## config.mk

```make
export PLATFORM = sky130hd
export DESIGN_NAME = ks_serial_subtractor
export DESIGN_NICKNAME = d
export VERILOG_FILES = /design/src/rtl/ks_pkg.sv /design/src/rtl/kogge_stone_4bit.sv /design/src/rtl/ks_serial_subtractor.sv
export SDC_FILE = /design/constraint.sdc
export NUM_CORES = 1
export LEC_CHECK = 0
export ABC_AREA = 1
export ABC_CLOCK_PERIOD_IN_PS = 3100
export CAP_MARGIN = 20
export CORE_AREA = 2 2 74 76
export CTS_CLUSTER_DIAMETER = 100
export DETAILED_ROUTE_END_ITERATION = 16
export DIE_AREA = 0 0 76 78
export HOLD_SLACK_MARGIN = 0.02
export PLACE_DENSITY = 0.81
export SLEW_MARGIN = 20
export SYNTH_ARGS = -nofsm -noshare
export SYNTH_HDL_FRONTEND = slang
export SYNTH_SLANG_ARGS = --single-unit
```

## constraint.sdc

```tcl
create_clock -name clk -period 3.1 [get_ports clk]
set_clock_uncertainty 0.05 [all_clocks]
set_input_delay 0.62 -clock clk [delete_from_list [all_inputs] [get_ports clk]]
set_output_delay 0.62 -clock clk [all_outputs]
set_load 0.02 [all_outputs]
```

## src/rtl/ks_pkg.sv

```systemverilog
// Shared definitions for the Kogge-Stone arithmetic blocks.
package ks_pkg;

    // Width of one slice handled by the 4-bit Kogge-Stone core.
    localparam int NIBBLE_W = 4;

    // Sequencing states of the serial subtractor.
    typedef enum logic [1:0] {
        IDLE = 2'd0,
        RUN  = 2'd1,
        DONE = 2'd2
    } state_e;

    // Width of a nibble index; kept at least 1 bit so NIBBLES=1 still has a signal.
    function automatic int idx_width(input int nibbles);
        return (nibbles > 1) ? $clog2(nibbles) : 1;
    endfunction

endpackage

```

## src/rtl/kogge_stone_4bit.sv

```systemverilog
// 4-bit Kogge-Stone adder core: sum = a + b + cin, cout = carry out of bit 3.
// The carry-in is folded in as prefix position 0 (generate = cin, propagate = 0),
// so every carry falls out of the same log-depth prefix tree.
module kogge_stone_4bit (
    input  logic [3:0] a,
    input  logic [3:0] b,
    input  logic       cin,
    output logic [3:0] sum,
    output logic       cout
);

    // Bit-level generate/propagate for operand positions 1..4 (position 0 is cin).
    logic [3:0] g0;
    logic [3:0] p0;

    // Level 1 (distance 1)
    logic g1_1, g1_2, g1_3, g1_4;
    logic p1_2, p1_3, p1_4;

    // Level 2 (distance 2)
    logic g2_2, g2_3, g2_4;
    logic p2_4;

    // Level 3 (distance 4)
    logic g3_4;

    assign g0 = a & b;
    assign p0 = a ^ b;

    // Level 1: combine each position with its neighbour one below.
    assign g1_1 = g0[0] | (p0[0] & cin);
    assign g1_2 = g0[1] | (p0[1] & g0[0]);
    assign p1_2 = p0[1] & p0[0];
    assign g1_3 = g0[2] | (p0[2] & g0[1]);
    assign p1_3 = p0[2] & p0[1];
    assign g1_4 = g0[3] | (p0[3] & g0[2]);
    assign p1_4 = p0[3] & p0[2];

    // Level 2: combine with the group two positions below.
    assign g2_2 = g1_2 | (p1_2 & cin);
    assign g2_3 = g1_3 | (p1_3 & g1_1);
    assign g2_4 = g1_4 | (p1_4 & g1_2);
    assign p2_4 = p1_4 & p1_2;

    // Level 3: only the carry-out position still lacks cin.
    assign g3_4 = g2_4 | (p2_4 & cin);

    // Carry into bit i is the prefix generate over cin..bit i-1.
    assign sum[0] = p0[0] ^ cin;
    assign sum[1] = p0[1] ^ g1_1;
    assign sum[2] = p0[2] ^ g2_2;
    assign sum[3] = p0[3] ^ g2_3;
    assign cout   = g3_4;

endmodule

```

## src/rtl/ks_serial_subtractor.sv

```systemverilog
// Serial subtractor: diff = a - b - bin, one nibble per cycle through a single
// 4-bit Kogge-Stone core. Subtraction is done as a + ~b + ~bin with the carry
// registered between nibbles; the final borrow is the inverted carry-out.
module ks_serial_subtractor
    import ks_pkg::*;
#(
    parameter  int NIBBLES = 4,
    localparam int W       = NIBBLE_W * NIBBLES
) (
    input  logic         clk,
    input  logic         rst,
    input  logic         in_valid,
    output logic         in_ready,
    input  logic [W-1:0] a_in,
    input  logic [W-1:0] b_in,
    input  logic         bin_in,
    output logic         out_valid,
    input  logic         out_ready,
    output logic [W-1:0] diff_out,
    output logic         borrow_out,
    output logic         ovf_out
);

    localparam int                IDX_W    = idx_width(NIBBLES);
    localparam logic [IDX_W-1:0]  LAST_IDX = IDX_W'(NIBBLES - 1);

    state_e state_q, state_d;

    logic [W-1:0]     a_q;
    logic [W-1:0]     b_q;
    logic [W-1:0]     diff_q;
    logic             carry_q;
    logic [IDX_W-1:0] idx_q;
    logic             borrow_q;
    logic             ovf_q;

    logic [NIBBLE_W-1:0] a_nib;
    logic [NIBBLE_W-1:0] b_nib;
    logic [NIBBLE_W-1:0] b_inv;
    logic [NIBBLE_W-1:0] sum_nib;
    logic                cout;
    logic                last_nib;

    assign last_nib = (idx_q == LAST_IDX);
    assign b_inv    = ~b_nib;

    // Select the operand nibbles addressed by the current index.
    always_comb begin
        a_nib = '0;
        b_nib = '0;
        for (int i = 0; i < NIBBLES; i++) begin
            if (idx_q == IDX_W'(i)) begin
                a_nib = a_q[i*NIBBLE_W +: NIBBLE_W];
                b_nib = b_q[i*NIBBLE_W +: NIBBLE_W];
            end
        end
    end

    kogge_stone_4bit u_core (
        .a    (a_nib),
        .b    (b_inv),
        .cin  (carry_q),
        .sum  (sum_nib),
        .cout (cout)
    );

    // State register; reset wins over any handshake on the same edge.
    always_ff @(posedge clk) begin
        if (rst) state_q <= IDLE;
        else     state_q <= state_d;
    end

    // Next-state logic: accept operands, walk the nibbles, hold the result until taken.
    always_comb begin
        state_d = state_q;
        case (state_q)
            IDLE:    if (in_valid)  state_d = RUN;
            RUN:     if (last_nib)  state_d = DONE;
            DONE:    if (out_ready) state_d = IDLE;
            default:                state_d = IDLE;
        endcase
    end

    // Datapath: capture operands, accumulate diff nibbles, latch the final flags.
    always_ff @(posedge clk) begin
        if (rst) begin
            a_q      <= '0;
            b_q      <= '0;
            diff_q   <= '0;
            carry_q  <= 1'b0;
            idx_q    <= '0;
            borrow_q <= 1'b0;
            ovf_q    <= 1'b0;
        end else begin
            case (state_q)
                IDLE: begin
                    if (in_valid) begin
                        a_q     <= a_in;
                        b_q     <= b_in;
                        carry_q <= ~bin_in;
                        idx_q   <= '0;
                    end
                end
                RUN: begin
                    for (int i = 0; i < NIBBLES; i++) begin
                        if (idx_q == IDX_W'(i)) diff_q[i*NIBBLE_W +: NIBBLE_W] <= sum_nib;
                    end
                    carry_q <= cout;
                    if (last_nib) begin
                        borrow_q <= ~cout;
                        // Overflow only when operand signs differ and the result sign leaves a's.
                        ovf_q    <= (a_q[W-1] != b_q[W-1]) & (sum_nib[NIBBLE_W-1] != a_q[W-1]);
                    end else begin
                        idx_q <= idx_q + 1'b1;
                    end
                end
                default: ;
            endcase
        end
    end

    assign in_ready   = (state_q == IDLE);
    assign out_valid  = (state_q == DONE);
    assign diff_out   = diff_q;
    assign borrow_out = borrow_q;
    assign ovf_out    = ovf_q;

endmodule
```

==> results <==
-- layout make-up --
type	count	area, sq um
Fill cell	446	1860
Multi-Input combinational cell	236	1190
Sequential cell	55	1100
Timing Repair Buffer	57	581
Inverter	30	115
Tap cell	70	87.6
Clock buffer	5	68.8
Clock inverter	2	37.5
-- worst reg2reg max path, stage by stage, from the launching register on --
cell and delay (ns):
dfxtp_1 0.40, inv_1 0.09, ha_1 0.29, inv_2 0.21, nand3_1 0.10, nand2_1 0.07, o21ai_0 0.07, nand2_1 0.07
o21ai_0 0.16, fa_1 0.44, nand3_1 0.13, nand3_1 0.10, nand2_1 0.09, nand2_1 0.11, o21bai_1 0.16, inv_1 0.06
-- Yosys cell counts, types with 2 or more instances --
cell       n
nor2_1    81
dfxtp_1   55
o21ai_0   52
nand2_1   26
inv_1     24
a21oi_1   22
nand3_1   19
ha_1       8
buf_2      5
clkbuf_1   5
inv_2      5
o211ai_1   5
a22oi_1    3
buf_6      3
nor2_2     3
o21bai_1   3
a31oi_1    2
clkbuf_2   2
nand2_4    2
nor2_4     2
o21a_1     2
o21ai_1    2
-- where the power goes --
part | leakage [nW] | internal [W] | total, W | switching [W]
Clock | 0.0502 | 0.000236 | 0.000463 | 0.000227
Sequential | 0.452 | 0.000755 | 0.000789 | 0.0000337
Combinational | 0.851 | 0.000154 | 0.000365 | 0.000212
Total | 1.35 | 0.00115 | 0.00162 | 0.000472
-- per-stage QoR --
stage                     hold WS [ns]  power [W]
after floorplan                  0.399    0.00104
after global placement           0.405    0.00116
after detailed placement         0.409    0.00117
after CTS                        0.423    0.00162
after global routing             0.454    0.00171
final                            0.421    0.00162
-- path summary, 6_finish.rpt --
| kind | startpoint | to | slack, ns |
|---|---|---|---|
| hold / removal | diff_out[0] | diff_out[0] | 0.42 |
| hold reg to reg | diff_out[0] | diff_out[0] | 0.42 |
| setup / recovery | idx_q[1] | diff_out[15] | 0.43 |
| setup reg to reg | idx_q[1] | diff_out[15] | 0.43 |
-- routing by layer --
metal,part of all wire [%],up-vias,wire length (um)
met3,6.2,9,366
li1,-,1190,-
met4,1.0,0,60
met1,47,1027,2760
met2,46,59,2700
met5,0,-,0
-- flip-flops by register name (all words and copies together), names as in the netlist --
name and cells:
a_q 16, b_q 16, diff_out 16, idx_q 2, state_q 2, borrow_out 1, carry_q 1, ovf_out 1
-- logic make-up (layout without fill, tap and decap cells) --
family | count (synthesis) | count (layout)
simple gates | 134 | 134
fa+ha+maj | 9 | 9
buf+inv | 46 | 94
xor+xnor | 1 | 1
compound gates | 92 | 92
flops | 55 | 55
==> metrics.md <==
| Metric | Value |
|---|---|
| Status | `finished, final reports clean` |
| Final Max Slew Viols | `0` |
| GP Congestion | `around 0.90` |
| Top Family by Delay on Critical Path | `adder cells` |
| Setup-failing EPs final | `0` |
| Gr busiest metal | `met2` |
| Synthesized flop and latch total | `55` |
| Cells after Synth | `approximately 340` |
| Post-Place Setup Slack | `0.475 ns` |
| GRT met1 Usage | `around 28%` |
| DRT Wirelength | `about 6000 um` |
| Most common cell on crit path | `nand2_1` |
| Ys async rst share | `0%` |
| Post-synth top area cell | `dfxtp_1` |
| Max clock buf depth | `2` |
| # diodes | `0` |
| Combinational family with the most area after synthesis | `simple AND/OR/NAND/NOR gates` |
| DIE HEIGHT | `78 um` |
| Commonest non-fill, non-tap cell in the layout | `nor2_1` |
| Max Clk Rate | `375 MHz` |
| Routed vias/inst | `5.02` |
| Drt pass-1 iters | `4` |
| Slowest-stage cell, CP | `fa_1` |
| Final period util | `86.1%` |
| Hold buffer count at cts | `0` |
| Syn avg cell area | `7.43 sq um` |
| Number of synthesized flops with an enable pin | `0` |
| Die Width | `76 um` |
| Wire per inst | `roughly 13 um` |
| Maximum VDD drop | `around 0.28 mV` |
| Top cells by area, synth | `dfxtp_1 44%, nor2_1 12%, o21ai_0 10%` |
| Crit-path cells | `inv_1, ha_1, inv_2, nand3_1, nand2_1, o21ai_0, nand2_1, o21ai_0, fa_1, nand3_1, nand3_1, nand2_1, nand2_1, o21bai_1, inv_1` |
| Detailed-route via count | `2285` |
| Worst-path clk slew | `0.10 ns` |
| Crit path launch type | `flip-flop` |
| Met2 usage | `34.9%` |
| H-tree levels | `2` |
| CTS tree | `yes` |
| XOR/XNOR Fraction of Synth Area | `0.350%` |
| Nets | `431` |
| Cells on Worst Hold Path | `2` |
| Worst skew pair latency | `0.31 ns` |
| Number of global-route vias before repair | `2181` |
| IO Count | `57` |
| Required @ worst endpoint | `3.26 ns` |
| Crit path kind | `reg -> reg` |
| Unrepaired setup endpoints after global routing | `no` |
| Adder-cell share of the synthesized area | `under 10%` |
| Worst slew pin tran | `0.444 ns` |
| Rows | `26` |
| Root buf cell | `clkbuf_8` |
| CP endpoint kind | `flip-flop` |
| Global-route wire length before repair | `around 10000 um` |
| Post-route design area | `between 3000 and 4000 sq um` |
| Initial antenna violation count | `0` |
| Global route total overflow | `0` |
| Min Tclk post-route | `2.67 ns` |
| Crit path max fanout | `10` |
| Proportion of synthesized area in mux cells | `0%` |
| Reg2reg path depth | `15` |
| Synth top area share | `a little over two fifths` |
| GRT Overall Usage | `21.1%` |
| Initial DRC count | `177` |
| Synth Net Count | `383` |
| Post CTS Setup Buffer Count | `0` |
| Synthesized area | `between 2000 and 3000 sq um` |
| Largest net degree at the start of global routing | `38` |
| DRC viols | `0` |
| Final Instance Count excl. Fillers | `455` |
| HP Class | `reg -> reg` |
| Post-CTS Resized | `0` |
| P_leak | `1.35 nW` |
| Most frequent cells in the layout | `81 x nor2_1, 56 x clkdlybuf4s50_1, 55 x dfxtp_1` |
| Met3 Use GR | `4.88%` |
| Synth Warn # | `0` |
| Share of layout cells above drive strength 1 | `about 5.7%` |
| Post-synthesis sequential area ratio | `44.0%` |
| DP HPWL | `4350 um` |
| I/O Buffers | `56` |
| TritonCTS Sinks | `55` |
| Initial core utilization | `49.7%` |
| Die ar. | `5930 sq um` |
| Layout Utilization | `63.2%` |
| Setup ws final | `0.432 ns` |
| DP Cell Count | `448` |
| Worst endpoint data arrival time | `2.83 ns` |
| Setup tns final | `0 ns` |
| Placed Area | `3080 sq um` |
| Dominant synthesized flop cell | `dfxtp_1` |
| Synth Area in Compound Gates | `19.9%` |
| Levels on crit path | `15` |
| Core area | `5040 sq um` |
| Final Hold Viols | `0` |
| Max Cap Viol | `0` |
| Pwr Density | `508 nW/um^2` |
| Synth-to-Final Area Change | `27.1%` |
| CP bufs+invs | `3` |
| Yosys cell types | `28` |
| Antenna-violating nets left | `0` |
| Max stage delay on crit path | `0.44 ns` |
| Synth Area in Simple Gates | `22.6%` |
| Relative slew slack | `70.4%` |
| Num CTS Buffers | `5` |
(Power assumes the default switching activity.)
